==> src/rtl/uart_tx_fifo.sv <==
// -----------------------------------------------------------------------------
// uart_tx_fifo
// UART transmitter with an input FIFO. Baud divisor, parity mode and stop-bit
// count can be changed at runtime. A frame waiting in the FIFO follows the
// previous frame's last stop bit with no idle gap.
//
// Ports
//   clk, rst_n   clock, asynchronous active-low reset
//   in_valid     push request; a push happens on an edge with in_valid && in_ready
//   in_data      frame payload, LSB sent first (hold until accepted)
//   in_ready     FIFO can accept (= !fifo_full)
//   cfg_div      bit period minus one, in clk cycles
//   cfg_parity   00 none, 01 even, 10 odd, 11 none
//   cfg_stop2    1 = two stop bits, 0 = one
//   tx           serial line, idle high, registered
//   busy         frame in progress or FIFO not empty (registered)
//   fifo_level   current FIFO entry count
//   fifo_empty   level == 0
//   fifo_full    level == FIFO_DEPTH
// -----------------------------------------------------------------------------
module uart_tx_fifo #(
   parameter int DATA_W     = 8,
   parameter int FIFO_DEPTH = 4,
   parameter int DIV_W      = 16
) (
   input  logic                          clk,
   input  logic                          rst_n,
   input  logic                          in_valid,
   input  logic [DATA_W-1:0]             in_data,
   output logic                          in_ready,
   input  logic [DIV_W-1:0]              cfg_div,
   input  logic [1:0]                    cfg_parity,
   input  logic                          cfg_stop2,
   output logic                          tx,
   output logic                          busy,
   output logic [$clog2(FIFO_DEPTH):0]   fifo_level,
   output logic                          fifo_empty,
   output logic                          fifo_full
);

   localparam int PTR_W = $clog2(FIFO_DEPTH);
   localparam int LVL_W = $clog2(FIFO_DEPTH) + 1;
   localparam int IDX_W = $clog2(DATA_W);

   typedef enum logic [2:0] {
      ST_IDLE   = 3'd0,
      ST_START  = 3'd1,
      ST_DATA   = 3'd2,
      ST_PARITY = 3'd3,
      ST_STOP   = 3'd4
   } state_t;

   // Parity modes 01 and 10 add a parity bit; 00 and 11 do not.
   function automatic logic parity_en(input logic [1:0] mode);
      return (mode == 2'b01) || (mode == 2'b10);
   endfunction

   // Even parity is the XOR of the payload; odd parity is its inverse.
   function automatic logic parity_bit(input logic [DATA_W-1:0] d, input logic [1:0] mode);
      return (^d) ^ (mode == 2'b10);
   endfunction

   // FIFO
   logic [DATA_W-1:0] mem_r [FIFO_DEPTH];
   logic [PTR_W-1:0]  wr_ptr_r;
   logic [PTR_W-1:0]  rd_ptr_r;
   logic [LVL_W-1:0]  level_r;
   logic [LVL_W-1:0]  level_nxt_s;
   logic              empty_r;
   logic              full_r;
   logic              push_s;
   logic              pop_s;

   // Transmitter
   state_t            state_r;
   logic [DIV_W-1:0]  cnt_r;
   logic [DIV_W-1:0]  div_r;
   logic              par_en_r;
   logic              par_bit_r;
   logic              stop2_r;
   logic              stop_cnt_r;
   logic [IDX_W-1:0]  idx_r;
   logic [DATA_W-1:0] shift_r;
   logic              tx_r;
   logic              busy_r;
   logic              tick_s;
   logic              last_stop_s;
   logic              start_s;
   logic              line_s;

   // Handshake, bit tick, frame-start opportunity and next FIFO level
   always_comb begin
      push_s      = in_valid && !full_r;
      tick_s      = (cnt_r == div_r);
      last_stop_s = tick_s && (!stop2_r || stop_cnt_r);
      case (state_r)
         ST_IDLE: start_s = 1'b1;
         ST_STOP: start_s = last_stop_s;
         default: start_s = 1'b0;
      endcase
      pop_s = start_s && !empty_r;
      if (push_s && !pop_s) begin
         level_nxt_s = level_r + LVL_W'(1);
      end else if (pop_s && !push_s) begin
         level_nxt_s = level_r - LVL_W'(1);
      end else begin
         level_nxt_s = level_r;
      end
   end

   // Line value for the current state; tx registers it one cycle later
   always_comb begin
      case (state_r)
         ST_IDLE:   line_s = 1'b1;
         ST_START:  line_s = 1'b0;
         ST_DATA:   line_s = shift_r[0];
         ST_PARITY: line_s = par_bit_r;
         ST_STOP:   line_s = 1'b1;
         default:   line_s = 1'b1;
      endcase
   end

   // FIFO storage, pointers and occupancy flags
   always_ff @(posedge clk or negedge rst_n) begin
      if (!rst_n) begin
         for (int i = 0; i < FIFO_DEPTH; i++) begin
            mem_r[i] <= {DATA_W{1'b0}};
         end
         wr_ptr_r <= {PTR_W{1'b0}};
         rd_ptr_r <= {PTR_W{1'b0}};
         level_r  <= {LVL_W{1'b0}};
         empty_r  <= 1'b1;
         full_r   <= 1'b0;
      end else begin
         if (push_s) begin
            mem_r[wr_ptr_r] <= in_data;
            wr_ptr_r        <= wr_ptr_r + PTR_W'(1);
         end
         if (pop_s) begin
            rd_ptr_r <= rd_ptr_r + PTR_W'(1);
         end
         level_r <= level_nxt_s;
         empty_r <= (level_nxt_s == {LVL_W{1'b0}});
         full_r  <= (level_nxt_s == LVL_W'(FIFO_DEPTH));
      end
   end

   // Frame FSM: bit timing, shifter, latched config and registered outputs
   always_ff @(posedge clk or negedge rst_n) begin
      if (!rst_n) begin
         state_r    <= ST_IDLE;
         cnt_r      <= {DIV_W{1'b0}};
         div_r      <= {DIV_W{1'b0}};
         par_en_r   <= 1'b0;
         par_bit_r  <= 1'b0;
         stop2_r    <= 1'b0;
         stop_cnt_r <= 1'b0;
         idx_r      <= {IDX_W{1'b0}};
         shift_r    <= {DATA_W{1'b0}};
         tx_r       <= 1'b1;
         busy_r     <= 1'b0;
      end else begin
         tx_r   <= line_s;
         busy_r <= (state_r != ST_IDLE) || !empty_r;
         if (pop_s) begin
            // Config is captured here so mid-frame changes only affect later frames.
            state_r    <= ST_START;
            cnt_r      <= {DIV_W{1'b0}};
            div_r      <= cfg_div;
            par_en_r   <= parity_en(cfg_parity);
            par_bit_r  <= parity_bit(mem_r[rd_ptr_r], cfg_parity);
            stop2_r    <= cfg_stop2;
            stop_cnt_r <= 1'b0;
            idx_r      <= {IDX_W{1'b0}};
            shift_r    <= mem_r[rd_ptr_r];
         end else begin
            case (state_r)
               ST_IDLE: begin
                  cnt_r <= {DIV_W{1'b0}};
               end
               ST_START: begin
                  if (tick_s) begin
                     cnt_r   <= {DIV_W{1'b0}};
                     idx_r   <= {IDX_W{1'b0}};
                     state_r <= ST_DATA;
                  end else begin
                     cnt_r <= cnt_r + DIV_W'(1);
                  end
               end
               ST_DATA: begin
                  if (tick_s) begin
                     cnt_r   <= {DIV_W{1'b0}};
                     shift_r <= {1'b0, shift_r[DATA_W-1:1]};
                     if (idx_r == IDX_W'(DATA_W - 1)) begin
                        stop_cnt_r <= 1'b0;
                        state_r    <= par_en_r ? ST_PARITY : ST_STOP;
                     end else begin
                        idx_r <= idx_r + IDX_W'(1);
                     end
                  end else begin
                     cnt_r <= cnt_r + DIV_W'(1);
                  end
               end
               ST_PARITY: begin
                  if (tick_s) begin
                     cnt_r      <= {DIV_W{1'b0}};
                     stop_cnt_r <= 1'b0;
                     state_r    <= ST_STOP;
                  end else begin
                     cnt_r <= cnt_r + DIV_W'(1);
                  end
               end
               ST_STOP: begin
                  if (tick_s) begin
                     cnt_r <= {DIV_W{1'b0}};
                     // A back-to-back pop on the last tick is handled by the pop branch.
                     if (last_stop_s) begin
                        state_r <= ST_IDLE;
                     end else begin
                        stop_cnt_r <= 1'b1;
                     end
                  end else begin
                     cnt_r <= cnt_r + DIV_W'(1);
                  end
               end
               default: begin
                  state_r <= ST_IDLE;
                  cnt_r   <= {DIV_W{1'b0}};
               end
            endcase
         end
      end
   end

   assign in_ready   = !full_r;
   assign tx         = tx_r;
   assign busy       = busy_r;
   assign fifo_level = level_r;
   assign fifo_empty = empty_r;
   assign fifo_full  = full_r;

endmodule

==> config.mk <==
export PLATFORM = sky130hd
export DESIGN_NAME = uart_tx_fifo
export DESIGN_NICKNAME = d
export VERILOG_FILES = /design/src/rtl/uart_tx_fifo.sv
export SDC_FILE = /design/constraint.sdc
export NUM_CORES = 1
export LEC_CHECK = 0
export BUFFER_PORTS_ARGS = -buffer_cell sky130_fd_sc_hd__clkbuf_2
export CAP_MARGIN = 20
export CORE_ASPECT_RATIO = 0.7
export CORE_MARGIN = 2
export CORE_UTILIZATION = 30
export DETAILED_ROUTE_END_ITERATION = 8
export PLACE_DENSITY = 0.44
export SLEW_MARGIN = 20
export SYNTH_ARGS = -nofsm -noshare
export SYNTH_HDL_FRONTEND = slang
export SYNTH_SLANG_ARGS = --single-unit
==> constraint.sdc <==
create_clock -name clk -period 2.38 [get_ports clk]
set_input_delay 0.238 -clock clk [delete_from_list [all_inputs] [get_ports clk]]
set_output_delay 0.238 -clock clk [all_outputs]
set_load 0.02 [all_outputs]
==> results.json <==
{
  "run_status": "finished, final reports clean",
  "syn-instance-count": 412,
  "p_switching_w": 0.00226,
  "critPathLaunchType": "flip-flop",
  "p_int_w": 0.00447,
  "min_period_over_period_pct": 94.8,
  "p_total_w": 0.00674,
  "insertion_delay_ns": 0.34,
  "maxCapViolations": 0,
  "comb_power_share_pct": 35.7,
  "synth-compound-area-share_pct": 6.11,
  "clkTransAtPathRegs_ns": 0.07,
  "synthAdderAreaFrac_pct": 2.75,
  "row_count": 37,
  "min_path_type": "primary input to flip-flop",
  "grt_usage_pct": 13.1,
  "ir_drop_mv": 0.400,
  "synthArstFlopShare_pct": 100,
  "synth_top_family_by_area": "simple AND/OR/NAND/NOR gates",
  "final-hold-violation-count": 0,
  "path_delay_family": "compound AO/OA/AOI/OAI gates",
  "synth_nets": 452,
  "ys.flop_type": "dfrtp_1",
  "antenna_found_initial": 0,
  "slew_violations": 0,
  "leakage_nw": 2.59,
  "ant_nets": 0,
  "path_buf_inv": 1,
  "final_core_util_pct": 37.4,
  "layout.nets": 511,
  "antenna_cells": 0,
  "synth_edf_count": 0,
  "cts_root_buf": "clkbuf_16",
  "drive_gt1_share_pct": 28.4,
  "port_buffers": 37,
  "routedWlPerCell_um": 14.5,
  "clk_path_buf_depth": 2,
  "drc": 0,
  "cts_tree": "done",
  "htreeDepth": 3,
  "fp.dieW_um": 151,
  "critPathRequiredTime_ns": 2.66,
  "syn2layout_area_growth_pct": 21.4,
  "grt-busiest-layer": "met1",
  "dr.pass1.iters": 4,
  "grtUsageMet1_pct": 19.3,
  "max_stage_delay_ns": 0.42,
  "yosys_warnings": 0,
  "cp.depth": 8,
  "start_util_pct": 30.8,
  "synth-seq-area-share_pct": 51.3,
  "dp_cells": 652,
  "grt_setup_unrepaired": "yes",
  "dp_hpwl_mm": 6.63,
  "crit_fanout": 5,
  "r2r_cells": 8,
  "synth.distinct_cells": 44,
  "final_cells": 671,
  "finalCriticalPeriod_ns": 2.26,
  "ys_ff_latch": 93,
  "num_vias": 3072,
  "synthSimpleGateAreaFrac_pct": 14.9,
  "synth_xor_area_share_pct": 8.09,
  "worst-setup-path-type": "flip-flop to flip-flop",
  "pin_count": 38,
  "numCtsBuffers": 9,
  "clkPwrFrac_pct": 25.3,
  "worst_slew_pin_slew_ns": 0.519,
  "max_clock_freq_mhz": 443,
  "die_h_um": 107,
  "place_area_sq_mm": 0.00512,
  "die_area_sq_mm": 0.0162,
  "fill_cells": 1464,
  "power_density_mw_per_mm2": 1220,
  "use_met3_pct": 3.53,
  "place_congestion": 0.809,
  "final-setup-viol-count": 0,
  "slew_headroom_pct": 65.4,
  "worstPathCellList": "xor2_1, nor4_2, nand4_2, o21ai_4, buf_4, a21oi_1, a221oi_2, o21ba_1",
  "numClockSinks": 93,
  "worst_setup_path_end_kind": "flip-flop",
  "use_met2_pct": 18.9,
  "grt_max_degree": 94,
  "hold_path_depth": 3,
  "p_seq_share_pct": 39.0,
  "syn_area_sq_mm": 0.00455,
  "cp_data_arrival_time_ns": 2.53,
  "core-area_sq_mm": 0.0148,
  "grt-ovfl-total": 0,
  "finClkSkew_ns": 0.00811,
  "fin_hold_ws_ns": 0.0826,
  "switching_share_pct": 33.6,
  "final_area_sq_mm": 0.00552,
  "postSynthAreaPerCell_sq_um": 11.0,
  "routed_wl_mm": 9.76,
  "drt_iter0_drc": 158,
  "slowest_stage": "dfrtp_1",
  "grt_pass1_vias": 3094,
  "synth_mux_area_share_pct": 14.5,
  "routed_via_density": 4.58,
  "grt_pass1_wl_mm": 16.3
}
power by group through the flow:
stage,registers (W),clock network [W],logic [W]
floorplan,0.00257,0,0.00180
global placement,0.00263,0,0.00240
detailed placement,0.00266,0,0.00242
CTS,0.00263,0.00176,0.00244
global route,0.00270,0.00182,0.00269
finish,0.00262,0.00170,0.00241
layout make-up:
type,instances,area [sq um],area share (%)
Sequential cell,93,2330,42.2
Timing Repair Buffer,63,420,7.62
Clock inverter,7,133,2.40
Multi-Input combinational cell,293,2120,38.5
Inverter,11,41.3,0.748
Tap cell,195,244,4.42
Clock buffer,9,225,4.08
layer usage:
| metal | part of all wire, % | up-vias |
|---|---|---|
| met4 | 0.83 | 0 |
| met2 | 44 | 42 |
| met5 | 0 | - |
| met3 | 3.2 | 8 |
| met1 | 52 | 1501 |
| li1 | - | 1521 |
placed cells by master, fill, tap and decap left out, types with 2 or more instances in the layout:
cell and instances:
a21oi_1 8, and3_1 6, buf_12 3, buf_4 22, bufinv_16 3, clkbuf_16 9, clkbuf_2 36, clkinv_4 2
dfrtp_1 91, dfstp_2 2, ha_1 10, inv_1 11, mux2_2 33, mux2i_1 9, mux4_2 8, nand2_1 80
nand2b_1 3, nand3_1 10, nor2_1 26, nor2b_1 3, nor3_1 6, nor3_2 3, nor4_2 4, o21a_1 7
o21ai_0 13, or3_1 4, xnor2_1 18, xor2_1 24
path summary, 6_finish.rpt:
check | to | slack, ns | startpoint
max | fifo_empty | 0.12 | div_r[15]
min | div_r[3] | 0.08 | cfg_div[3]
max reg2reg | fifo_empty | 0.12 | div_r[15]
min reg2reg | stop2_r | 0.50 | stop2_r
max in group asynchronous | stop_cnt_r | 1.49 | rst_n
min in group asynchronous | wr_ptr_r[0] | 0.48 | rst_n
through the flow:
step                      TNS (ns)  worst slack [ns]
after CTS                        0            0.0116
after global routing       -0.0108           -0.0108
after detailed placement         0            0.0273
final                            0             0.123
after global placement           0             0.137
after floorplan                  0             0.313
tightest hold or removal path: stages:
cell      delay [ns]
clkbuf_2        0.08
nand2_1         0.04
nand2_1         0.04
Yosys cell counts (all sizes together) (2+ instances only):
library cell	number	area (sq um)
nand4	2	18.8
xnor2	18	158
nor2b	3	18.8
dfrtp	91	2280
inv	11	41.3
o21ai	15	86.3
nand2	81	307
nand2b	3	18.8
mux2i	9	90.1
nor4	4	43.8
nand3	10	50.1
clkbuf	8	30.0
o21a	7	52.6
nor2	27	104
mux4	8	180
dfstp	2	52.6
xor2	24	210
ha	10	125
nor3	9	50.1
a21oi	8	40.0
mux2	34	387
and3	6	37.5
or3	4	25.0
buf	7	37.5
kinds of logic (layout without fill, tap and decap cells):
logic type               after synthesis  count (layout)
XOR/XNOR                              42              42
adder cells (fa/ha/maj)               10              10
multiplexers                          51              51
buffers and inverters                 26              90
flip-flops                            93              93
AO/OA/AOI/OAI                         40              40
AND/OR/NAND/NOR                      150             150
state kept, by name, summed over array words and instances (netlist names):
name and cells:
div_r 16, fifo_level 3, busy 1, mem_r 32, cnt_r 16, fifo_full 1
tx 1, stop2_r 1, rd_ptr_r 2, par_en_r 1, wr_ptr_r 2, fifo_empty 1
par_bit_r 1, idx_r 3, state_r 3, stop_cnt_r 1, shift_r 8
repair_timing:
item | 4_1_cts | 5_1_grt
resized for setup | 0 | 3
hold buffers | 1 | 0
setup endpoints to repair | 0 | 5
endpoints found under the hold margin | 91 | 0
buffers inserted | 0 | 2
(Power assumes the default switching activity.)
